### src/rtl/rms_seq_ctrl.sv
// rms_seq_ctrl -- sequencer for an external RMS datapath.
//
// Walks a window of 2**NBITS2 ADC samples into the datapath, holds the index
// at end-of-window while the datapath divides and takes the square root,
// flushes the index back to zero, then captures the returned RMS value.
//
// Ports
//   clk, rst        : clock, synchronous active-high reset
//   start           : one-cycle request to begin a window (ignored unless IDLE)
//   cont            : continuous mode, re-arm after every capture
//   abort           : cancel the window in RUN/SETTLE (no capture)
//   sample_valid    : ADC strobe, sample_in is the signed sample
//   rms_count       : window index to the datapath (saturates at 2**NBITS2)
//   rms_data        : last accepted sample, forwarded to the datapath
//   rms_result      : RMS value from the datapath
//   result          : last captured RMS value, result_valid pulses on update
//   busy            : high outside IDLE
//   overrun         : sticky, a strobe arrived while settling; cleared by start
//   thr_hi, thr_lo  : signal-detect thresholds
//   sig_detect      : hysteretic "result above threshold" status
//
// Build option
//   RMS_SEQ_CTRL_THRESH_EN : compiles in the sig_detect comparators. When not
//   defined, sig_detect is tied low and the thresholds are unused.

module rms_seq_ctrl #(
  parameter int NBADD      = 8,
  parameter int NBITS1     = 16,
  parameter int NBITS2     = 12,
  parameter int SETTLE_CYC = 40
) (
  input  logic                     clk,
  input  logic                     rst,
  input  logic                     start,
  input  logic                     cont,
  input  logic                     abort,
  input  logic                     sample_valid,
  input  logic signed [NBITS1-1:0] sample_in,
  output logic [NBADD+4:0]         rms_count,
  output logic signed [NBITS1-1:0] rms_data,
  input  logic signed [NBITS1-1:0] rms_result,
  output logic signed [NBITS1-1:0] result,
  output logic                     result_valid,
  output logic                     busy,
  output logic                     overrun,
  input  logic signed [NBITS1-1:0] thr_hi,
  input  logic signed [NBITS1-1:0] thr_lo,
  output logic                     sig_detect
);

  localparam int              CW  = NBADD + 5;
  localparam logic [CW-1:0]   WIN = CW'(1) << NBITS2;
  localparam int              TW  = $clog2(SETTLE_CYC + 1);

  typedef enum logic [2:0] {IDLE, RUN, SETTLE, FLUSH, CAPTURE} state_t;

  state_t        state, state_nxt;
  logic [TW-1:0] tmr;          // cycles spent in the current SETTLE/FLUSH
  logic          flush_abort;  // FLUSH was entered through abort: skip CAPTURE

  logic take_sample, cap_en, ovr_set, ovr_clr;

  // state register
  always_ff @(posedge clk) begin
    if (rst) state <= IDLE;
    else     state <= state_nxt;
  end

  // next state
  always_comb begin
    state_nxt = state;
    case (state)
      IDLE:    if (start) state_nxt = RUN;
      // abort has priority over the final strobe of the window
      RUN:     if (abort) state_nxt = FLUSH;
               else if (sample_valid && rms_count == WIN - CW'(1)) state_nxt = SETTLE;
      SETTLE:  if (abort || tmr == TW'(SETTLE_CYC - 1)) state_nxt = FLUSH;
      FLUSH:   if (tmr == TW'(1)) state_nxt = flush_abort ? IDLE : CAPTURE;
      CAPTURE: state_nxt = cont ? RUN : IDLE;
      default: state_nxt = IDLE;
    endcase
  end

  // outputs / datapath controls
  always_comb begin
    busy        = (state != IDLE);
    take_sample = (state == RUN) && sample_valid && !abort;
    cap_en      = (state == CAPTURE);
    ovr_set     = (state == SETTLE) && sample_valid;
    ovr_clr     = (state == IDLE) && start;
  end

  always_ff @(posedge clk) begin
    if (rst) begin
      tmr          <= '0;
      flush_abort  <= 1'b0;
      rms_count    <= '0;
      rms_data     <= '0;
      result       <= '0;
      result_valid <= 1'b0;
      overrun      <= 1'b0;
    end else begin
      if (state_nxt != state || !(state == SETTLE || state == FLUSH)) tmr <= '0;
      else                                                            tmr <= tmr + TW'(1);

      if (abort && (state == RUN || state == SETTLE)) flush_abort <= 1'b1;
      else if (state != FLUSH)                        flush_abort <= 1'b0;

      // count saturates at WIN; any entry to FLUSH zeroes it and it stays zero
      // through FLUSH, CAPTURE and IDLE.
      if (take_sample && rms_count != WIN) rms_count <= rms_count + CW'(1);
      else if (state_nxt == FLUSH)         rms_count <= '0;

      if (take_sample) rms_data <= sample_in;

      if (cap_en) result <= rms_result;
      result_valid <= cap_en;

      if (ovr_clr)      overrun <= 1'b0;
      else if (ovr_set) overrun <= 1'b1;
    end
  end

`ifdef RMS_SEQ_CTRL_THRESH_EN
  // hysteresis on the value being captured this cycle
  always_ff @(posedge clk) begin
    if (rst) sig_detect <= 1'b0;
    else if (cap_en) begin
      if (rms_result > thr_hi)      sig_detect <= 1'b1;
      else if (rms_result < thr_lo) sig_detect <= 1'b0;
    end
  end
`else
  logic unused_thr;
  assign unused_thr = ^{thr_hi, thr_lo};
  assign sig_detect = 1'b0;
`endif

endmodule

### config.mk
export PLATFORM = sky130hd
export DESIGN_NAME = rms_seq_ctrl
export DESIGN_NICKNAME = d
export VERILOG_FILES = /design/src/rtl/rms_seq_ctrl.sv
export SDC_FILE = /design/constraint.sdc
export NUM_CORES = 1
export LEC_CHECK = 0
export ABC_AREA = 1
export CAP_MARGIN = 30
export CORE_ASPECT_RATIO = 0.7
export CORE_MARGIN = 2
export CORE_UTILIZATION = 41
export CTS_CLUSTER_DIAMETER = 80
export DETAILED_ROUTE_END_ITERATION = 10
export PLACE_DENSITY_LB_ADDON = 0.15
export SYNTH_ARGS = -nofsm -noshare
export SYNTH_HDL_FRONTEND = slang
export SYNTH_SLANG_ARGS = --single-unit
### constraint.sdc
create_clock -name clk -period 2.35 [get_ports clk]
set_clock_uncertainty 0.2 [all_clocks]
set_input_delay 0.235 -clock clk [delete_from_list [all_inputs] [get_ports clk]]
set_output_delay 0.235 -clock clk [all_outputs]
set_load 0.005 [all_outputs]
==> Word-level counts from Yosys, hierarchy flattened <==
Cells that the tools add are included.
{ "totals": {"regBits": 57, "in_bits": 70, "wordCells": 52} }
{ "classes": {"n_addsub": 2, "eq_ne": 11, "mux": 12, "reduce_logical": 19} }
{ "op_table": {"columns": ["cell", "n"], "rows": [
  ["13-bit 2-to-1 mux", 2],
  ["3-bit 2-to-1 mux", 6],
  ["3-bit case mux with 5 select lines", 1],
  ["13-bit by 1-bit adder with 13-bit output, second input constant", 1],
  ["13-bit by 12-bit equality test with 1-bit output, second input constant", 1],
  ["13-bit inequality test, second input constant", 1],
  ["3-bit by 2-bit equality test with 1-bit output, second input constant", 3],
  ["1-bit logical AND", 7],
  ["6-bit by 1-bit adder with 6-bit output, second input constant", 1],
  ["6-bit by 1-bit equality test with 1-bit output, second input constant", 1],
  ["6-bit equality test, second input constant", 1],
  ["1-bit logical OR", 4],
  ["2-bit nonzero test", 2],
  ["2-bit OR reduction", 2],
  ["3-bit by 1-bit equality test with 1-bit output, second input constant", 1],
  ["3-bit equality test, second input constant", 1],
  ["3-bit zero test", 1],
  ["1-bit 2-to-1 mux", 3],
  ["3-bit by 2-bit inequality test with 1-bit output, second input constant", 1],
  ["3-bit inequality test", 1],
  ["3-bit nonzero test", 1],
  ["1-bit zero test", 2]
]} }

==> Logic depth before layout (Yosys ltp) <==
{ "logic_depth": {"depth_word": 8, "ltp_mapped": 13} }

==> Worst setup path before layout <==
OpenSTA, ideal clock, no wires.
{ "synth_timing": {"kind": "register -> register", "startpoint": "reg rms_count[1]", "endpoint": "reg rms_count[6]", "setup_time_ns": 0.132, "t_arrival_ns": 1.411, "t_required_ns": 2.018, "slack_ns": 0.607, "path_stages_with_launch": 14, "period_less_slack_ns": 1.743, "path_cell_list": "dfxtp_1 ha_1 nand3_1 inv_1 nand2_2 inv_1 nand3_1 nand2_1 nand2_1 nand2_1 nand2_2 buf_6 nand3_1 a21oi_1"} }
{ "synth_via": {"elab_chain_cells": 7, "word_cells_on_any_way": 11} }
{ "synth_lines": {"columns": ["item", "line_no", "text"], "rows": [
  ["start, declared", "39", "output logic [NBADD+4:0] rms_count,"],
  ["start signal, assigned", "111", "if (take_sample && rms_count != WIN) rms_count <= rms_count + CW'(1);"],
  ["13-bit by 12-bit equality test with 1-bit output", "76", "else if (sample_valid && rms_count == WIN - CW'(1)) state_nxt = SETTLE;"],
  ["1-bit logical AND", "76", null],
  ["3-bit 2-to-1 mux", "76", null],
  ["3-bit 2-to-1 mux", "75", "RUN: if (abort) state_nxt = FLUSH;"],
  ["3-bit case mux with 5 select lines", "72", "case (state)"],
  ["3-bit by 2-bit equality test with 1-bit output", "112", "else if (state_nxt == FLUSH) rms_count <= '0;"],
  ["2-bit nonzero test (no source line)", null, null]
]} }
Parallel ways exist; a longest one is shown, timed or not.
A chain may end at the register's enable or synchronous reset.

==> Worst setup path in the final report <==
{ "layout_timing": {"startpoint": "reg rms_count[1]", "endpoint": "reg rms_count[0]"} }
Same word-level chain as after synthesis.

==> flow_summary.html <==
<table>
<tr><th>Metric</th><th>Value</th></tr>
<tr><th colspan="2">Run status</th></tr>
<tr><td>Result of the run</td><td>finished clean</td></tr>
<tr><th colspan="2">Pwr</th></tr>
<tr><td>IR Drop Worst-Case VDD</td><td>0.000324 V</td></tr>
<tr><td>Power density over the cells</td><td>626 nW/µm²</td></tr>
<tr><td>Reported leakage power</td><td>1.49 nW</td></tr>
<tr><th colspan="2">Clock tree</th></tr>
<tr><td>Sinks on Clock Net</td><td>57</td></tr>
<tr><td>Maximum clock path buffer count</td><td>2</td></tr>
<tr><td>Clock transition at the registers of the reported paths</td><td>0.06 ns</td></tr>
<tr><td>Clock tree from TritonCTS</td><td>yes</td></tr>
<tr><td>Worst skew pair latency</td><td>0.33 ns</td></tr>
<tr><td>Max H-tree Level</td><td>3</td></tr>
<tr><td>Number of clock buffers inserted by TritonCTS</td><td>9</td></tr>
<tr><td>Clock root buffer master</td><td>sky130_fd_sc_hd__clkbuf_8</td></tr>
<tr><td>Post-CTS Hold Buffers</td><td>0</td></tr>
<tr><td>Total setup buffers inserted after CTS</td><td>0</td></tr>
<tr><td>Number of resized instances in the post-cts repair step</td><td>0</td></tr>
<tr><th colspan="2">GRT</th></tr>
<tr><td>Global-route wire length before repair</td><td>11300 µm</td></tr>
<tr><td>Aggregate global-route resource usage</td><td>20.6%</td></tr>
<tr><td>Total grt overflow</td><td>0</td></tr>
<tr><td>Largest net degree at the start of global routing</td><td>20</td></tr>
<tr><td>Number of antenna violations at the first check in global routing</td><td>0</td></tr>
<tr><td>Vias in the first global route</td><td>2426</td></tr>
<tr><th colspan="2">Synth</th></tr>
<tr><td>Portion of the post-synthesis area used by sequential elements</td><td>46.0%</td></tr>
<tr><td>Yosys reg bits</td><td>57</td></tr>
<tr><td>Number of instances in the synthesized netlist</td><td>346</td></tr>
<tr><td>Synthesized area per cell</td><td>7.17 µm²</td></tr>
<tr><td>Cell accounting for the most synthesized area</td><td>sky130_fd_sc_hd__dfxtp_1</td></tr>
<tr><td>Unique masters post-synth</td><td>28</td></tr>
<tr><td>Number of warning messages in the yosys log</td><td>0</td></tr>
<tr><td>Syn Std Cell Area</td><td>2480 µm²</td></tr>
<tr><td>Leading post-synthesis cells by cell area</td><td>sky130_fd_sc_hd__dfxtp_1 (46%), sky130_fd_sc_hd__nor2_1 (12%), sky130_fd_sc_hd__o21ai_0 (7.1%)</td></tr>
<tr><td>Fraction of post-synthesis cell area in the top cell type by area</td><td>46.0%</td></tr>
<tr><td>Total nets after synthesis</td><td>420</td></tr>
<tr><th colspan="2">Setup path</th></tr>
<tr><td>Crit path launch type</td><td>flop</td></tr>
<tr><td>Critical Path Fanout Max</td><td>11</td></tr>
<tr><td>Endpoint kind of the worst setup timing path</td><td>flop</td></tr>
<tr><td>Reg2Reg Setup Slack</td><td>0.30 ns</td></tr>
<tr><td>Biggest cell delay along the critical path</td><td>0.41 ns</td></tr>
<tr><td>Sequence of cells on the critical path</td><td>ha_1 &gt; nand3_1 &gt; inv_1 &gt; nand2_2 &gt; nor2_1 &gt; nand3_1 &gt; nand2_1 &gt; nand2_1 &gt; nand2_2 &gt; nand2_1 &gt; a21oi_1</td></tr>
<tr><td>Critical path start-end classification</td><td>flop to flop</td></tr>
<tr><td>Crit path required time</td><td>2.42 ns</td></tr>
<tr><td>Worst EP arrival</td><td>2.12 ns</td></tr>
<tr><td>Crit-path most repeated cell</td><td>sky130_fd_sc_hd__nand2_1</td></tr>
<tr><td>Slowest-stage cell, CP</td><td>sky130_fd_sc_hd__dfxtp_1</td></tr>
<tr><th colspan="2">Layout</th></tr>
<tr><td>Number of inserted filler cells in the final layout</td><td>528</td></tr>
<tr><td>Share of layout cells above drive strength 1</td><td>7.05%</td></tr>
<tr><td>Post-layout nets</td><td>510</td></tr>
<tr><td>Final cell count without fillers</td><td>515</td></tr>
<tr><td>Combined area of the multi-input logic cells</td><td>1150 µm²</td></tr>
<tr><td>Antenna diodes</td><td>0</td></tr>
<tr><td>Total area of sequential cells</td><td>1140 µm²</td></tr>
<tr><td>Area growth, synth to finish</td><td>46.1%</td></tr>
<tr><td>Fraction of the core area covered by cells at the end of the flow</td><td>62.6%</td></tr>
<tr><th colspan="2">Routing</th></tr>
<tr><td>Via Count</td><td>2534</td></tr>
<tr><td>Remaining design rule violation count</td><td>0</td></tr>
<tr><td>ANT nets after route</td><td>0</td></tr>
<tr><td>Total detailed-routing wirelength</td><td>6680 µm</td></tr>
<tr><td>TritonRoute pass-1 iters</td><td>4</td></tr>
<tr><td>First-iteration detailed-routing DRC count</td><td>162</td></tr>
<tr><td>Average via count per standard cell</td><td>4.92</td></tr>
<tr><td>Routed length per instance</td><td>13.0 µm</td></tr>
<tr><th colspan="2">Floorplanning</th></tr>
<tr><td>Number of top-level pins</td><td>119</td></tr>
<tr><td>Die Area</td><td>6700 µm²</td></tr>
<tr><td>Core ar.</td><td>5780 µm²</td></tr>
<tr><td>Die W</td><td>97.0 µm</td></tr>
<tr><td>Height of the die</td><td>69.1 µm</td></tr>
<tr><td>Initial core utilization</td><td>42.9%</td></tr>
<tr><td>Count of standard-cell rows</td><td>23</td></tr>
<tr><th colspan="2">Timing</th></tr>
<tr><td>Hold slack final</td><td>0.281 ns</td></tr>
<tr><td>Unrepaired setup endpoints after global routing</td><td>false</td></tr>
<tr><td>Setup TNS</td><td>0 ns</td></tr>
<tr><td>Final-report max-slew violation count</td><td>0</td></tr>
<tr><td>Hold violation total from the final report</td><td>0</td></tr>
<tr><td>Finish-stage setup viols</td><td>0</td></tr>
<tr><td>Maximum clock frequency</td><td>487 MHz</td></tr>
<tr><td>Worst Tran Pin Value</td><td>0.562 ns</td></tr>
<tr><td>Post-layout min period</td><td>2.05 ns</td></tr>
<tr><td>Share of the cycle needed by the critical path after routing</td><td>87.4%</td></tr>
<tr><td>Slew headroom</td><td>62.5%</td></tr>
<tr><th colspan="2">Run</th></tr>
<tr><td>MaxCap Viol Count</td><td>0</td></tr>
<tr><th colspan="2">Placement</th></tr>
<tr><td>Routability Congestion</td><td>0.828</td></tr>
<tr><td>Placed wire-length estimate</td><td>4680 µm</td></tr>
<tr><td>Placed Instances</td><td>500</td></tr>
<tr><td>Number of input and output port buffers inserted</td><td>85</td></tr>
<tr><th colspan="2">Worst hold path</th></tr>
<tr><td>Kind of path behind the tightest hold check</td><td>primary input to flop</td></tr>
</table>
[state kept, by name, indices dropped and copies added, names as in the netlist]
name / cells
state: 3
rms_count: 13
overrun: 1
result_valid: 1
tmr: 6
result: 16
rms_data: 16
flush_abort: 1
[cell usage after synthesis (all sizes together)]
cell type  number
a211oi          1
nor2           83
nor4            2
clkbuf          8
ha              4
nor3           11
a21oi          17
nand2          47
dfxtp          57
buf             5
conb            1
or2             1
xnor2           1
o22ai           1
inv            31
nand4           5
nand3          29
xor2            6
o21ai          35
nand3b          1
[cell type report]
cell class              instances  share of cell area [%]
clock buffers                  13                    4.94
clock inverters                 2                   0.967
inverters                      31                    3.21
multi-input cells             245                    31.8
flip-flops and latches         57                    31.5
well taps                      75                    2.59
repair buffers                 92                    24.9
[through the flow]
step / setup WS [ns] / instance area [µm²] / power (mW)
CTS: 0.312 / 3620 / 2.29
global route: 0.120 / 3620 / 2.37
global placement: 0.233 / 3410 / 1.32
floorplan: 0.607 / 2480 / 1.17
detailed placement: 0.218 / 3410 / 1.32
finish: 0.296 / 3620 / 2.27
[path summary, 6_finish.rpt]
path                start            to  depth (start not counted)
min reg2reg       overrun       overrun                          2
max          rms_count[1]  rms_count[0]                         11
max reg2reg  rms_count[1]  rms_count[0]                         11
min          sample_in[4]   rms_data[4]                          3
[power by group]
group	internal (mW)	leakage (nW)	switching, mW
Clock	0.598	0.112	0.368
Combinational	0.140	0.922	0.147
Sequential	0.996	0.461	0.0193
[worst max-delay path: cells and delay by family (launching register included)]
kind            cells  cell delay [ns]
simple gates        8             0.87
compound gates      1             0.14
fa+ha+maj           1             0.24
buf+inv             1             0.13
flops               1             0.41
[per-layer routing]
layer	GRT usage (%)	wire length (µm)
met4	5.95	46
met2	30.9	2750
met3	10.2	660
met5	0	0
met1	26.3	3220
[logic make-up (layout without fill, tap and decap cells)]
group                    after synthesis  after routing  share of synthesized area (%)
adder cells (fa/ha/maj)                4              4                           2.02
AO/OA/AOI/OAI                         54             54                           11.2
AND/OR/NAND/NOR                      179            179                           30.7
buffers and inverters                 44            138                           7.47
XOR/XNOR                               7              7                           2.47
other                                  1              1                          0.151
flip-flops                            57             57                           46.0
[layout by cell type, fill, tap and decap left out]
cell / instances
sky130_fd_sc_hd__clkdlybuf4s50_1: 85
sky130_fd_sc_hd__nor2_1: 82
sky130_fd_sc_hd__dfxtp_1: 57
sky130_fd_sc_hd__nand2_1: 44
sky130_fd_sc_hd__o21ai_0: 35
sky130_fd_sc_hd__inv_1: 29
sky130_fd_sc_hd__nand3_1: 29
sky130_fd_sc_hd__a21oi_1: 16
sky130_fd_sc_hd__clkbuf_8: 13
sky130_fd_sc_hd__nor3_1: 10
sky130_fd_sc_hd__buf_4: 7
sky130_fd_sc_hd__xor2_1: 6
sky130_fd_sc_hd__nand4_1: 5
sky130_fd_sc_hd__ha_1: 4
sky130_fd_sc_hd__nand2_2: 3
sky130_fd_sc_hd__nor4_1: 2
sky130_fd_sc_hd__inv_2: 2
sky130_fd_sc_hd__nor2_2: 1
sky130_fd_sc_hd__nor3_2: 1
sky130_fd_sc_hd__or2_2: 1
sky130_fd_sc_hd__o22ai_1: 1
sky130_fd_sc_hd__nand3b_1: 1
sky130_fd_sc_hd__a211oi_1: 1
sky130_fd_sc_hd__xnor2_1: 1
sky130_fd_sc_hd__a21oi_2: 1
sky130_fd_sc_hd__conb_1: 1
sky130_fd_sc_hd__bufinv_16: 1
sky130_fd_sc_hd__clkinv_2: 1
Power figures use the tool's default switching activity.
==> edit: new RTL, same settings <==
Add a define of `RMS_SEQ_CTRL_THRESH_EN`.
--- a/src/rtl/rms_seq_ctrl.sv
+++ b/src/rtl/rms_seq_ctrl.sv
@@ -22,6 +22,8 @@
 // Build option
 //   RMS_SEQ_CTRL_THRESH_EN : compiles in the sig_detect comparators. When not
 //   defined, sig_detect is tied low and the thresholds are unused.
+
+`define RMS_SEQ_CTRL_THRESH_EN
 
 module rms_seq_ctrl #(
   parameter int NBADD      = 8,
Function: same outputs for any inputs over 10 cycles, from zero or initial values and one cycle with rst high; that may be too few to reach the edited logic, so the function may still have changed.
==> edit against the unedited design <==
Sequential cell count up 1. Setup slack got worse by 0.014 ns. Area after synthesis grew 36%. Non-clock buffer count increased by 32. Design area up 36%. Synthesized cell count rose by 37%. Total power up 18%. Wire length up 36%. Sequential share of layout area down 7.9 points. Utilization is 0.29 points lower. Largest power group is now the clock network. Highest routed layer unchanged.
==> edit: results (changes against the unedited design) <==
Clock Pin Slew Worst Setup and Hold Paths 0.05 ns; Placer Congestion 0.840 (+1.4%); Worst path slowest cell dfxtp_1; crit-path leading delay family simple AND/OR/NAND/NOR gates; initial drt markers 183 (+13%); minimum clock period 2.07 ns (+0.0143 ns); Pre-antenna DRT Iters 4 (unchanged); routed vias/inst 4.84 (-1.6%); Worst R2R Setup Slack 0.28 ns; reg2reg end rms_count[0]$_SDFFE_PP0P_; Hold Path Class register to register; Async S/R FF share, synth 0% (unchanged); crit path DAT 2.12 ns (about the same); Crit Reg-Reg Startpoint rms_count[0]$_SDFFE_PP0P_; status finished, final reports clean; GRT Util Overall 21.2% (+0.58 points); post-DP HPWL 6.99 mm (+49%); reg2reg path depth 11 (unchanged); Hold Startpoint flush_abort$_SDFFE_PP0P_; CTS buffer count 9 (unchanged); met3 Track Usage GR 8.96% (-1.3 points); M1 GR Usage 26.1% (-0.15 points); Pleak 0.00217 µW (+45%); Distinct cells, synth 33 (+18%); DR WL/cell 12.9 µm (-0.35%); layout cells sized above 1 7.65% (+0.61 points); Final nets 701 (+37%); crit-path max cell delay 0.41 ns (about the same); worst vdd ir 0.407 mV (+26%); Warnings, synthesis 0 (unchanged); Antenna diodes 0 (unchanged); Worst-Skew Late Latency 0.32 ns; top_reg_cell synth dfxtp_1; antenna violations before repair 0 (unchanged); I/O Buffers 118 (+39%); grt met2 use 34.6% (+3.8 points); Net Count, Synth 580 (+38%); largest net degree at the start of global routing 37 (+85%); final hold vios 0 (unchanged); WHS Endpoint state[2]$_SDFF_PP0_; critical path peak fanout 11 (unchanged); CTS Root Cell clkbuf_16; Synth top cells by count 96 x nor2_1, 65 x inv_1, 61 x nand2_1; vias in the first global route 3364 (+39%); registers with the most flip-flops result (16), rms_data (16), rms_count (13); Seq/Total Area, Yosys 34.4% (-12 points); top post-synthesis cells by area dfxtp_1 34%, ha_1 13%, nor2_1 11%, inv_1 7.2%, nand2_1 6.8%; dpl ws 0.0906 ns (-0.127 ns); CTS max path bufs 2 (unchanged); cell count of the worst hold path 1 (-2); Post-Syn Area 0.00337 mm² (+36%); Least-Margin Pin Slew 0.472 ns (-0.0900 ns); first-pass GRT wire length 15.2 mm (+34%)
edit: cells by family after synthesis:
kind of cell             Yosys count  synth area share, %
adder cells (fa/ha/maj)           35                 13.0
XOR/XNOR                           7                 1.82
AND/OR/NAND/NOR                  211                 27.8
buffers and inverters             83                 10.1
flip-flops                        58                 34.4
AO/OA/AOI/OAI                     81                 12.9
edit: timing repair:
action | 4_1_cts | 5_1_grt
endpoints found under the setup margin | 0 | 4
buffers inserted | 0 | 0
resized for setup | 0 | 1
hold buffers | 0 | 0
edit: layout make-up:
type | instances | area (µm²)
clock inverters | 7 | 55.1
clock buffers | 9 | 225
repair buffers | 124 | 1230
inverters | 69 | 260
flip-flops and latches | 58 | 1160
fillers | 748 | 2980
well taps | 101 | 126
multi-input cells | 334 | 1870
edit: layer usage:
layer / share of wire (%) / vias to the layer above
met4: 1.0 / 0
met2: 43 / 111
met1: 47 / 1496
met5: 0 / -
met3: 9.2 / 9
li1: - / 1782
edit: worst reg2reg max path, cell delays in order, from the launching register on:
cell	delay (ns)
dfxtp_1	0.41
ha_1	0.23
nand3_1	0.13
nor2_2	0.17
nand3_1	0.12
nand2_1	0.07
nand2_1	0.05
nand2_1	0.06
nand2_2	0.06
nand2_2	0.20
nand2_1	0.16
a21oi_1	0.14
edit: per-stage QoR:
stage               instances  util [%]  hold WS [ns]  instance area, µm²
detailed placement        686      58.8         0.215                4640
global placement          686      58.8         0.205                4640
floorplan                 475         -         0.170                3370
global route              702      62.3         0.241                4930
finish                    702      62.3         0.226                4930
CTS                       702      62.3         0.226                4920
edit: power by group:
part | total [µW] | internal (µW) | switching [µW]
combinational | 456 | 234 | 222
clock | 1200 | 717 | 481
sequential | 1030 | 1010 | 16.8
